`src/rtl/mcoi_status_framer_pkg.sv`:
```
// mcoi_status_framer_pkg
//   Shared types and constants for the MCOI uplink status framer and the
//   downlink decoder: clock/reset bundle, GBT frame type, frame markers,
//   motor status word type and the framer state encoding.
package mcoi_status_framer_pkg;

  typedef struct packed {
    logic clk;
    logic reset;
  } ckrs_t;

  typedef logic [79:0] gbt_frame_t;
  typedef logic [15:0] motor_status_t;

  localparam logic [3:0] MARK_IDLE   = 4'h0;
  localparam logic [3:0] MARK_HEADER = 4'hA;
  localparam logic [3:0] MARK_MOTOR  = 4'h5;

  typedef enum logic [1:0] {
    ST_IDLE,
    ST_HEADER,
    ST_MOTOR
  } framer_state_t;

endpackage

```
`src/rtl/mcoi_status_framer_crc8.sv`:
```
// crc8_d72
//   Purely combinational CRC-8 over a 72-bit word: polynomial 0x07,
//   init 0x00, MSB first, no reflection, no final XOR.
//   Ports:
//     data_i [71:0] : data word, bit 71 shifted in first
//     crc_o  [7:0]  : resulting CRC
module crc8_d72 (
  input  logic [71:0] data_i,
  output logic [7:0]  crc_o
);

  always_comb begin
    logic [7:0] w_c;
    logic       w_fb;
    w_c  = 8'h00;
    w_fb = 1'b0;
    for (int i = 71; i >= 0; i--) begin
      w_fb = w_c[7] ^ data_i[i];
      w_c  = {w_c[6:0], 1'b0} ^ (w_fb ? 8'h07 : 8'h00);
    end
    crc_o = w_c;
  end

endmodule

```
`src/rtl/mcoi_status_framer.sv`:
```
// mcoi_status_framer
//   GBT uplink framer. Once per superframe it snapshots all motor status
//   words and a diagnostics word, then emits a header frame followed by
//   NUM_MOTORS/4 motor frames, one frame per frame_strobe_i. Each frame
//   carries a marker, an index, a 64-bit payload and a CRC-8 over [79:8].
//   Ports:
//     ClkRs_ix        : clock / synchronous active-high reset bundle
//     enable_i        : transmit enable, looked at only at superframe bounds
//     frame_strobe_i  : TX consumed the current frame, present the next
//     motor_status_ib : per-motor status words
//     diag_ib         : diagnostics word
//     frame_ob        : registered 80-bit TX frame
//     sof_o           : frame_ob holds a header frame
//     snapshot_o      : one-cycle pulse when a new header appears
module mcoi_status_framer
  import mcoi_status_framer_pkg::*;
#(
  parameter int NUM_MOTORS = 16
) (
  input  ckrs_t                           ClkRs_ix,
  input  logic                            enable_i,
  input  logic                            frame_strobe_i,
  input  motor_status_t [NUM_MOTORS-1:0]  motor_status_ib,
  input  logic [31:0]                     diag_ib,
  output gbt_frame_t                      frame_ob,
  output logic                            sof_o,
  output logic                            snapshot_o
);

  localparam int         NGRP   = NUM_MOTORS / 4;
  localparam int         GW     = (NGRP > 1) ? $clog2(NGRP) : 1;
  localparam logic [3:0] LAST_K = 4'(NGRP);

  framer_state_t                  r_state;
  framer_state_t                  w_next_state;
  logic [3:0]                     r_k;
  logic [3:0]                     w_next_k;
  logic                           w_snap;
  logic                           w_cnt_inc;
  logic [15:0]                    r_sf_cnt;
  motor_status_t [NUM_MOTORS-1:0] r_motor;
  logic [63:0]                    w_grp [NGRP];
  logic [GW-1:0]                  w_gidx;
  logic [71:0]                    w_body;
  logic [7:0]                     w_crc;

  // State register
  always_ff @(posedge ClkRs_ix.clk) begin
    if (ClkRs_ix.reset) begin
      r_state <= ST_IDLE;
      r_k     <= 4'd0;
    end else begin
      r_state <= w_next_state;
      r_k     <= w_next_k;
    end
  end

  // Next state: only a strobe moves the machine
  always_comb begin
    w_next_state = r_state;
    w_next_k     = r_k;
    w_snap       = 1'b0;
    w_cnt_inc    = 1'b0;
    if (frame_strobe_i) begin
      unique case (r_state)
        ST_IDLE: begin
          if (enable_i) begin
            w_next_state = ST_HEADER;
            w_snap       = 1'b1;
          end
        end
        ST_HEADER: begin
          w_next_state = ST_MOTOR;
          w_next_k     = 4'd1;
          // Header already shows the current count; bump it on the way out.
          w_cnt_inc    = 1'b1;
        end
        ST_MOTOR: begin
          if (r_k < LAST_K) begin
            w_next_k = r_k + 4'd1;
          end else if (enable_i) begin
            w_next_state = ST_HEADER;
            w_snap       = 1'b1;
          end else begin
            w_next_state = ST_IDLE;
            w_next_k     = 4'd0;
          end
        end
        default: begin
          w_next_state = ST_IDLE;
          w_next_k     = 4'd0;
        end
      endcase
    end
  end

  // Each group of four snapshotted motors, highest motor in the top word
  for (genvar g = 0; g < NGRP; g++) begin : g_grp
    assign w_grp[g] = r_motor[4*g +: 4];
  end

  assign w_gidx = GW'(w_next_k - 4'd1);

  // Next-frame fields. The header is only ever entered together with a
  // snapshot, so it takes diag_ib straight from the port.
  always_comb begin
    w_body = 72'h0;
    unique case (w_next_state)
      ST_HEADER: w_body = {MARK_HEADER, 4'h0, r_sf_cnt, diag_ib,
                           8'(NUM_MOTORS), 8'h00};
      ST_MOTOR:  w_body = {MARK_MOTOR, w_next_k, w_grp[w_gidx]};
      default:   w_body = {MARK_IDLE, 68'h0};
    endcase
  end

  crc8_d72 u_crc (
    .data_i (w_body),
    .crc_o  (w_crc)
  );

  // Output frame, counter and snapshot registers
  always_ff @(posedge ClkRs_ix.clk) begin
    if (ClkRs_ix.reset) begin
      r_sf_cnt   <= 16'h0000;
      r_motor    <= '0;
      frame_ob   <= '0;
      sof_o      <= 1'b0;
      snapshot_o <= 1'b0;
    end else begin
      if (w_cnt_inc) begin
        r_sf_cnt <= r_sf_cnt + 16'd1;
      end
      if (w_snap) begin
        r_motor <= motor_status_ib;
      end
      snapshot_o <= w_snap;
      if (frame_strobe_i) begin
        frame_ob <= {w_body, w_crc};
        sof_o    <= (w_next_state == ST_HEADER);
      end
    end
  end

endmodule

```
`config.mk`:
```
export PLATFORM = sky130hd
export DESIGN_NAME = mcoi_status_framer
export DESIGN_NICKNAME = d
export VERILOG_FILES = /design/src/rtl/mcoi_status_framer_pkg.sv /design/src/rtl/mcoi_status_framer_crc8.sv /design/src/rtl/mcoi_status_framer.sv
export SDC_FILE = /design/constraint.sdc
export NUM_CORES = 1
export LEC_CHECK = 0
export CORE_ASPECT_RATIO = 0.75
export CORE_UTILIZATION = 52
export DETAILED_ROUTE_END_ITERATION = 8
export PLACE_DENSITY = 0.92
export SETUP_SLACK_MARGIN = 0.1
export SYNTH_ARGS = -nofsm -noshare
export SYNTH_HDL_FRONTEND = slang
export SYNTH_SLANG_ARGS = --single-unit
```
`constraint.sdc`:
```
create_clock -name ClkRs_ix -period 7.65 [get_ports ClkRs_ix]
set_clock_uncertainty 0.1 [all_clocks]
set_input_delay 0.765 -clock ClkRs_ix [delete_from_list [all_inputs] [get_ports ClkRs_ix]]
set_output_delay 0.765 -clock ClkRs_ix [all_outputs]
set_load 0.05 [all_outputs]
```
# After elaboration in Yosys (flattened, before gate mapping)
# Index checks and enable logic that the tools add are counted.
# W data, S select, Z words.
[word_totals]
reg_bits = 360
inputBits = 292
wordCells = 266
[op_classes]
add_sub_neg = 3
n_lt_le_gt_ge = 2
n_eq_ne = 4
muxes = 91
bitwise_logic = 143
n_reduce_logical = 1
[ops]
columns = ["cell", "count"]
rows = [
  ["$xor A8 B8 Y8", 70],
  ["$mux W3", 72],
  ["$pmux W72 S2", 1],
  ["$bmux W64 S2", 1],
  ["$mux W64", 2],
  ["$xor A1 B1 Y1", 70],
  ["$add A16 B1 Y16 const B", 1],
  ["$mux W4", 3],
  ["$pmux W4 S3", 1],
  ["$xor A8 B3 Y8", 1],
  ["$mux W1", 6],
  ["$mux W2", 3],
  ["$pmux W2 S3", 1],
  ["$add A4 B1 Y4 const B", 1],
  ["$eq A2 B1 Y1 const B", 2],
  ["$eq A2 B2 Y1 const B", 2],
  ["$lt A4 B3 Y1 const B", 1],
  ["$ge A3 B3 Y1 const B", 1],
  ["$not A2 Y3", 1],
  ["$logic_not A2 Y1", 1],
  ["$pmux W1 S2", 1],
  ["$sub A2 B1 Y2 const B", 1],
  ["$xor A1 B1 Y1 const A", 1],
]

# Longest topological paths before layout
[depth]
ltp_word = 223
depth_mapped = 28

# Modules after synthesis
# A second synthesis with hierarchy kept.
[unflattened]
hier_cells = 2084
area_unflattened_um2 = 17928.4
[modules_own_cells]
columns = ["mod", "n_inst", "cells_per_inst", "area_each_um2"]
rows = [
  ["mcoi_status_framer", 1, 1913, 15516.1],
  ["crc8_d72", 1, 171, 2412.3],
]

# Worst setup path before layout
# Ideal clock, no wire load.
[synth_path]
path_type = "in2reg"
from = "in frame_strobe_i"
to = "reg frame_ob[4]"
setup_time_ns = 0.128
t_arrival_ns = 6.589
t_required_ns = 7.422
slack_ns = 0.834
path_stages = 22
path_cell_list = "buf_2 -> clkbuf_1 -> clkbuf_1 -> o31ai_1 -> a21oi_1 -> inv_1 -> ha_1 -> nor2_1 -> nand2_1 -> o22ai_1 -> a21oi_1 -> a211oi_1 -> xnor2_1 -> xnor3_2 -> xnor3_1 -> xnor3_1 -> xnor2_2 -> xnor2_2 -> xnor3_1 -> xnor3_1 -> mux2i_1 -> nor2_1"
[synth_between]
elab_chain_len = 98
word_cells_on_any_way = 212
classes_between = "1 x add/sub; 2 x eq/ne; 72 x mux; 137 x bitwise"
[synth_lines]
columns = ["element", "line_no", "source"]
rows = [
  ["start: declaration", "mcoi_status_framer.sv:22", "input logic frame_strobe_i,"],
  ["$mux W2 *", "mcoi_status_framer.sv:64", "if (frame_strobe_i) begin"],
  ["via w_next_state[1]", "mcoi_status_framer.sv:35", "framer_state_t w_next_state;"],
  ["$eq A2 B2 Y1 / $eq A2 B1 Y1 (equally long branches)", "mcoi_status_framer.sv:108", "unique case (w_next_state)"],
  ["$pmux W72 S2 *", "mcoi_status_framer.sv:108", ""],
  ["$xor A1 B1 Y1", "mcoi_status_framer_crc8.sv:18", "w_fb = w_c[7] ^ data_i[i];"],
  ["$mux W3", "mcoi_status_framer_crc8.sv:19", "w_c = {w_c[6:0], 1'b0} ^ (w_fb ? 8'h07 : 8'h00);"],
  ["$xor A8 B8 Y8 (6 in series)", "mcoi_status_framer_crc8.sv:19", ""],
  ["$xor A1 B1 Y1 / $xor A8 B8 Y8 (equally long branches)", "mcoi_status_framer_crc8.sv:18, mcoi_status_framer_crc8.sv:19", ""],
  ["[... 74 more ...]", "--", ""],
  ["$xor A8 B8 Y8 / $mux W3 (equally long branches)", "mcoi_status_framer_crc8.sv:19", ""],
  ["$xor A8 B8 Y8 (4 in series)", "mcoi_status_framer_crc8.sv:19", ""],
  ["$xor A1 B1 Y1 / $xor A8 B8 Y8 (equally long branches)", "mcoi_status_framer_crc8.sv:18, mcoi_status_framer_crc8.sv:19", ""],
  ["$mux W3 (tied with other cells)", "mcoi_status_framer_crc8.sv:19", ""],
  ["$xor A8 B8 Y8 (tied with other cells)", "mcoi_status_framer_crc8.sv:19", ""],
  ["$xor A8 B8 Y8 / $mux W3 (equally long branches)", "mcoi_status_framer_crc8.sv:19", ""],
  ["$xor A8 B8 Y8 * (2 in series)", "mcoi_status_framer_crc8.sv:19", ""],
  ["$xor A8 B3 Y8 *", "mcoi_status_framer_crc8.sv:19", ""],
  ["end signal: assignment", "mcoi_status_framer.sv:138", "frame_ob <= {w_body, w_crc};"],
  ["end: declaration", "mcoi_status_framer.sv:25", "output gbt_frame_t frame_ob,"],
]
# The timed path passes the listed nets; every way through them passes the cells marked *. The select of a mux whose other input is x is not followed.
# A chain may end at the register's enable or synchronous reset.

# Worst setup path after layout
[layout_path]
from = "in enable_i"
to = "reg frame_ob[3]"
[layout_between]
elab_chain_len = 101
word_cells_on_any_way = 221
classes_between = "1 x add/sub; 2 x eq/ne; 80 x mux; 138 x bitwise"
[layout_lines]
columns = ["element", "line_no", "source"]
rows = [
  ["start: declaration", "mcoi_status_framer.sv:21", "input logic enable_i,"],
  ["$mux W1", "mcoi_status_framer.sv:81", "end else if (enable_i) begin"],
  ["$mux W2", "mcoi_status_framer.sv:79", "if (r_k < LAST_K) begin"],
  ["$pmux W2 S3", "mcoi_status_framer.sv:65", "unique case (r_state)"],
  ["$mux W2", "mcoi_status_framer.sv:64", ""],
  ["$eq A2 B2 Y1 / $eq A2 B1 Y1 (equally long branches)", "mcoi_status_framer.sv:108", ""],
  ["$pmux W72 S2 *", "mcoi_status_framer.sv:108", ""],
  ["$xor A1 B1 Y1", "mcoi_status_framer_crc8.sv:18", ""],
  ["$mux W3", "mcoi_status_framer_crc8.sv:19", ""],
  ["[... 82 more ...]", "--", ""],
  ["$xor A8 B8 Y8 / $mux W3 (equally long branches)", "mcoi_status_framer_crc8.sv:19", ""],
  ["$xor A8 B8 Y8 (4 in series)", "mcoi_status_framer_crc8.sv:19", ""],
  ["$xor A1 B1 Y1 / $xor A8 B8 Y8 (equally long branches)", "mcoi_status_framer_crc8.sv:18, mcoi_status_framer_crc8.sv:19", ""],
  ["$mux W3 (tied with other cells)", "mcoi_status_framer_crc8.sv:19", ""],
  ["$xor A8 B8 Y8 (tied with other cells)", "mcoi_status_framer_crc8.sv:19", ""],
  ["$xor A8 B8 Y8 / $mux W3 (equally long branches)", "mcoi_status_framer_crc8.sv:19", ""],
  ["$xor A8 B8 Y8 *", "mcoi_status_framer_crc8.sv:19", ""],
  ["$xor A8 B3 Y8 *", "mcoi_status_framer_crc8.sv:19", ""],
]
# Mark *: on every way between the ends. The rest lies on a longest branch, timed or not. The select of a mux whose other input is x is not followed.

==> qor.csv <==
stage,metric,value,unit
outcome,status,"complete, but fails checks",
outcome,failing checks,negative hold slack,
die,Initial Utilization,53.39,%
route,DR WL met3,7522,um
grt,vias in the first global route,19630,
route,met1 wire length,24000,um
route,Iter 0 DRT Violations,2285,
clock_network,Setup Buffers After CTS,0,
layout,cell area after layout,23740,um^2
layout,area growth from synthesis to layout,36.11,%
synthesis,synthesized net count,2507,
sta,final hold vios,274,
route,via/cell ratio,5.991,
layout,fin util,72.67,%
sta,Final setup viols,0,
layout,ratio of cells with drive above 1 in the final layout,7.797,%
sta,period utilization,87.01,%
synthesis,area share of the largest cell type after synthesis,41.10,%
sta,fmax,0.1502,GHz
min_path,Worst Hold Class,clk -> reg,
route,via count,18020,
layout,Fillers,2324,
place,DP Area,21260,um^2
synthesis,post-synthesis sequential area ratio,41.10,%
synthesis,Synth Cell Area,17440,um^2
critical_path,CP Max Fanout,23,
die,Die X,213.5,um
layout,Final Net Count,2808,
sta,Fin Setup TNS,0,ps
sta,Period minus WS final,6657,ps
critical_path,CP top delay family,XOR/XNOR gates,
synthesis,Synth area leader,dfxtp_1,
synthesis,synthesized instance count,2210,
route,top layer in use,met5,
synthesis,Cell variety after synth,66,
die,core box area,32660,um^2
critical_path,Slowest cell on crit path,nor2_4,
synthesis,Avg Synthesized Cell Area,7.891,um^2
place,GPL Wtd Cong,1.008,
place,hpwl dp,42090,um
route,WL final,64140,um
die,# IOs,374,
clock_network,clock-pin slew on the worst setup and hold paths,70,ps
critical_path,Worst setup SP type,input pin,
sta,headroom to the max-slew limit,21.57,%
sta,worst-margin pin slew,1176,ps
route,Final ANT Viol Nets,0,
synthesis,synthesis-stage register bit count,358,
grt,GRT Resource Usage Total,37.09,%
job,max_cap viols,0,
critical_path,crit path DAT,6960,ps
synthesis,number of synthesized flops with an enable pin,0,
sta,Final Slew Violations,0,
critical_path,critical path class,in -> reg,
synthesis,"Top FF cell, synth",dfxtp_1,
clock_network,TritonCTS clock tree,yes,
layout,antenna diode instance count,0,
place,PortBufs,372,
route,drt first pass iters,6,
grt,gr ovfl total,0,
grt,first-pass GRT wire length,96740,um
route,DRC,0,
sta,RSZ-0062 raised after global routing,no,
clock_network,clk_lat worst skew,540,ps
clock_network,CTS Hold Bufs,0,
synthesis,main area contributors after synthesis,"dfxtp_1 41%, nand2_1 16%, a21oi_1 8.4%, xnor3_1 3.9%, xnor2_1 3.5%",
critical_path,worst path cell trace,clkdlybuf4s50_1 -> o21a_1 -> o211a_1 -> nor2_4 -> buf_4 -> nor2_1 -> a221o_1 -> a22oi_2 -> xnor3_1 -> xor2_1 -> xnor3_2 -> xnor3_1 -> xnor3_1 -> xnor2_2 -> xnor2_2 -> xnor3_1 -> xnor2_2 -> nor2_1 -> a2111oi_1,
synthesis,fraction of registers with async set/reset,0,%
die,FP Rows,57,
die,Die Y,160.6,um
clock_network,post-cts gate resize count,0,
critical_path,crit end category,register,
critical_path,crit path buf inv count,2,
grt,initial antenna violation count,1,
critical_path,crit-path most repeated cell,xnor3_1,
die,die area,34280,um^2
synthesis,Ys Warns,0,
critical_path,CP peak stage delay,600,ps
route,Met2 Routed Length,29570,um
route,Wirelength per Cell,21.33,um
critical_path,Worst EP required,7950,ps
grt,largest net degree at the start of global routing,107,
sta,WHS,-23.66,ps
final timing paths:
check | cells after the start | slack (ps) | start | end
hold / removal | 4 | -20 | ClkRs_ix[0] | r_motor[242]$_SDFFE_PP0P_
setup reg to reg | 21 | 1150 | r_state[1]$_SDFF_PP0_ | frame_ob[3]$_SDFFE_PP0P_
setup / recovery | 19 | 990 | enable_i | frame_ob[3]$_SDFFE_PP0P_
hold reg to reg | 2 | 350 | r_motor[222]$_SDFFE_PP0P_ | r_motor[222]$_SDFFE_PP0P_
Yosys cell counts (3+ instances only):
| library cell | instances |
|---|---|
| buf_1 | 23 |
| xnor3_2 | 12 |
| nand2_1 | 732 |
| dfxtp_1 | 358 |
| o22ai_1 | 4 |
| xnor2_1 | 70 |
| or3_1 | 3 |
| xor3_1 | 3 |
| o221a_2 | 5 |
| xor2_1 | 35 |
| clkbuf_1 | 130 |
| xnor3_1 | 30 |
| o21ai_0 | 21 |
| a311oi_1 | 3 |
| buf_2 | 11 |
| nand3_1 | 115 |
| a31oi_1 | 16 |
| a22oi_1 | 7 |
| a21oi_1 | 292 |
| xnor2_2 | 8 |
| inv_1 | 6 |
| a32oi_1 | 29 |
| ha_1 | 5 |
| mux2i_1 | 29 |
| buf_4 | 4 |
| buf_6 | 7 |
| nor2b_1 | 3 |
| nor3_1 | 5 |
| and3_1 | 25 |
| nor2_1 | 111 |
| nand4_1 | 3 |
| a211oi_1 | 58 |
| o21a_1 | 3 |
registers in the layout (all words and copies together), names as in the netlist:
signal,cells
r_k,4
frame_ob,78
r_sf_cnt,16
r_state,2
r_motor,256
sof_o,1
snapshot_o,1
kinds of logic (layout without fill, tap and decap cells):
group | count (synthesis) | after routing | share of synthesized area [%]
xor gates and xnor gates | 163 | 163 | 12.66
buffers and inverters | 182 | 537 | 4.384
AOI/OAI and AO/OA | 461 | 461 | 16.11
adders and majority gates | 5 | 5 | 0.3587
muxes | 32 | 32 | 1.901
and+or+nand+nor | 1009 | 1009 | 23.49
DFF | 358 | 358 | 41.10
placed cells by master (no fill, tap or decap), types with 4 or more instances in the layout:
cell / instances
o221a_2: 5
bufinv_8: 5
mux2i_1: 29
o21ai_0: 21
a21oi_1: 292
xnor2_2: 8
nor2_1: 109
ha_1: 5
a32oi_1: 29
a22oi_1: 7
nand3_1: 114
and3_1: 24
xnor3_2: 12
clkinvlp_2: 5
buf_4: 28
a31oi_1: 16
dfxtp_1: 358
xor2_1: 35
nor3_1: 5
clkbuf_1: 10
inv_1: 6
a211oi_1: 58
nand2_1: 731
bufinv_16: 5
clkbuf_8: 7
clkinv_2: 6
xnor3_1: 30
clkinv_1: 4
xnor2_1: 70
clkdlybuf4s50_1: 371
clkbuf_16: 78
o22ai_1: 4
stage by stage:
step,cells,worst slack [ps]
6_report,3007,993.5
5_1_grt,3007,731.3
4_1_cts,3007,1038
3_5_place_dp,2878,583.5
3_3_place_gp,2878,651.2
2_1_floorplan,2210,833.9
cell type report:
type | count | area, um^2 | share of cell area (%)
Multi-Input combinational cell | 1670 | 9550 | 40.24
Sequential cell | 358 | 7167 | 30.19
Timing Repair Buffer | 401 | 3964 | 16.70
Clock buffer | 95 | 2086 | 8.787
Tap cell | 442 | 553.0 | 2.330
Clock inverter | 34 | 390.4 | 1.645
Inverter | 7 | 26.28 | 0.1107
worst register-to-register path: stages, from the launching register on:
cell       delay (ps)
dfxtp_1           430
and3b_1           320
a21oi_1           310
inv_1              80
ha_1              330
buf_4             220
nor2b_4           340
buf_12            280
a221oi_1          170
o22ai_1           230
a22oi_2           140
xnor3_1           310
xor2_1            210
xnor3_2           430
xnor3_1           470
xnor3_1           460
xnor2_2           190
xnor2_2           310
xnor3_1           440
xnor2_2           180
nor2_1             70
a2111oi_1         370
per-layer routing:
layer,up-vias,track usage (%)
met3,241,14.92
met5,-,0
met4,2,29.42
met1,8462,42.98
li1,8065,-
met2,1246,54.16
Power is left out: the tool's default activity adds up to more than one toggle a clock period on the data nets, which glitch-free logic cannot reach.
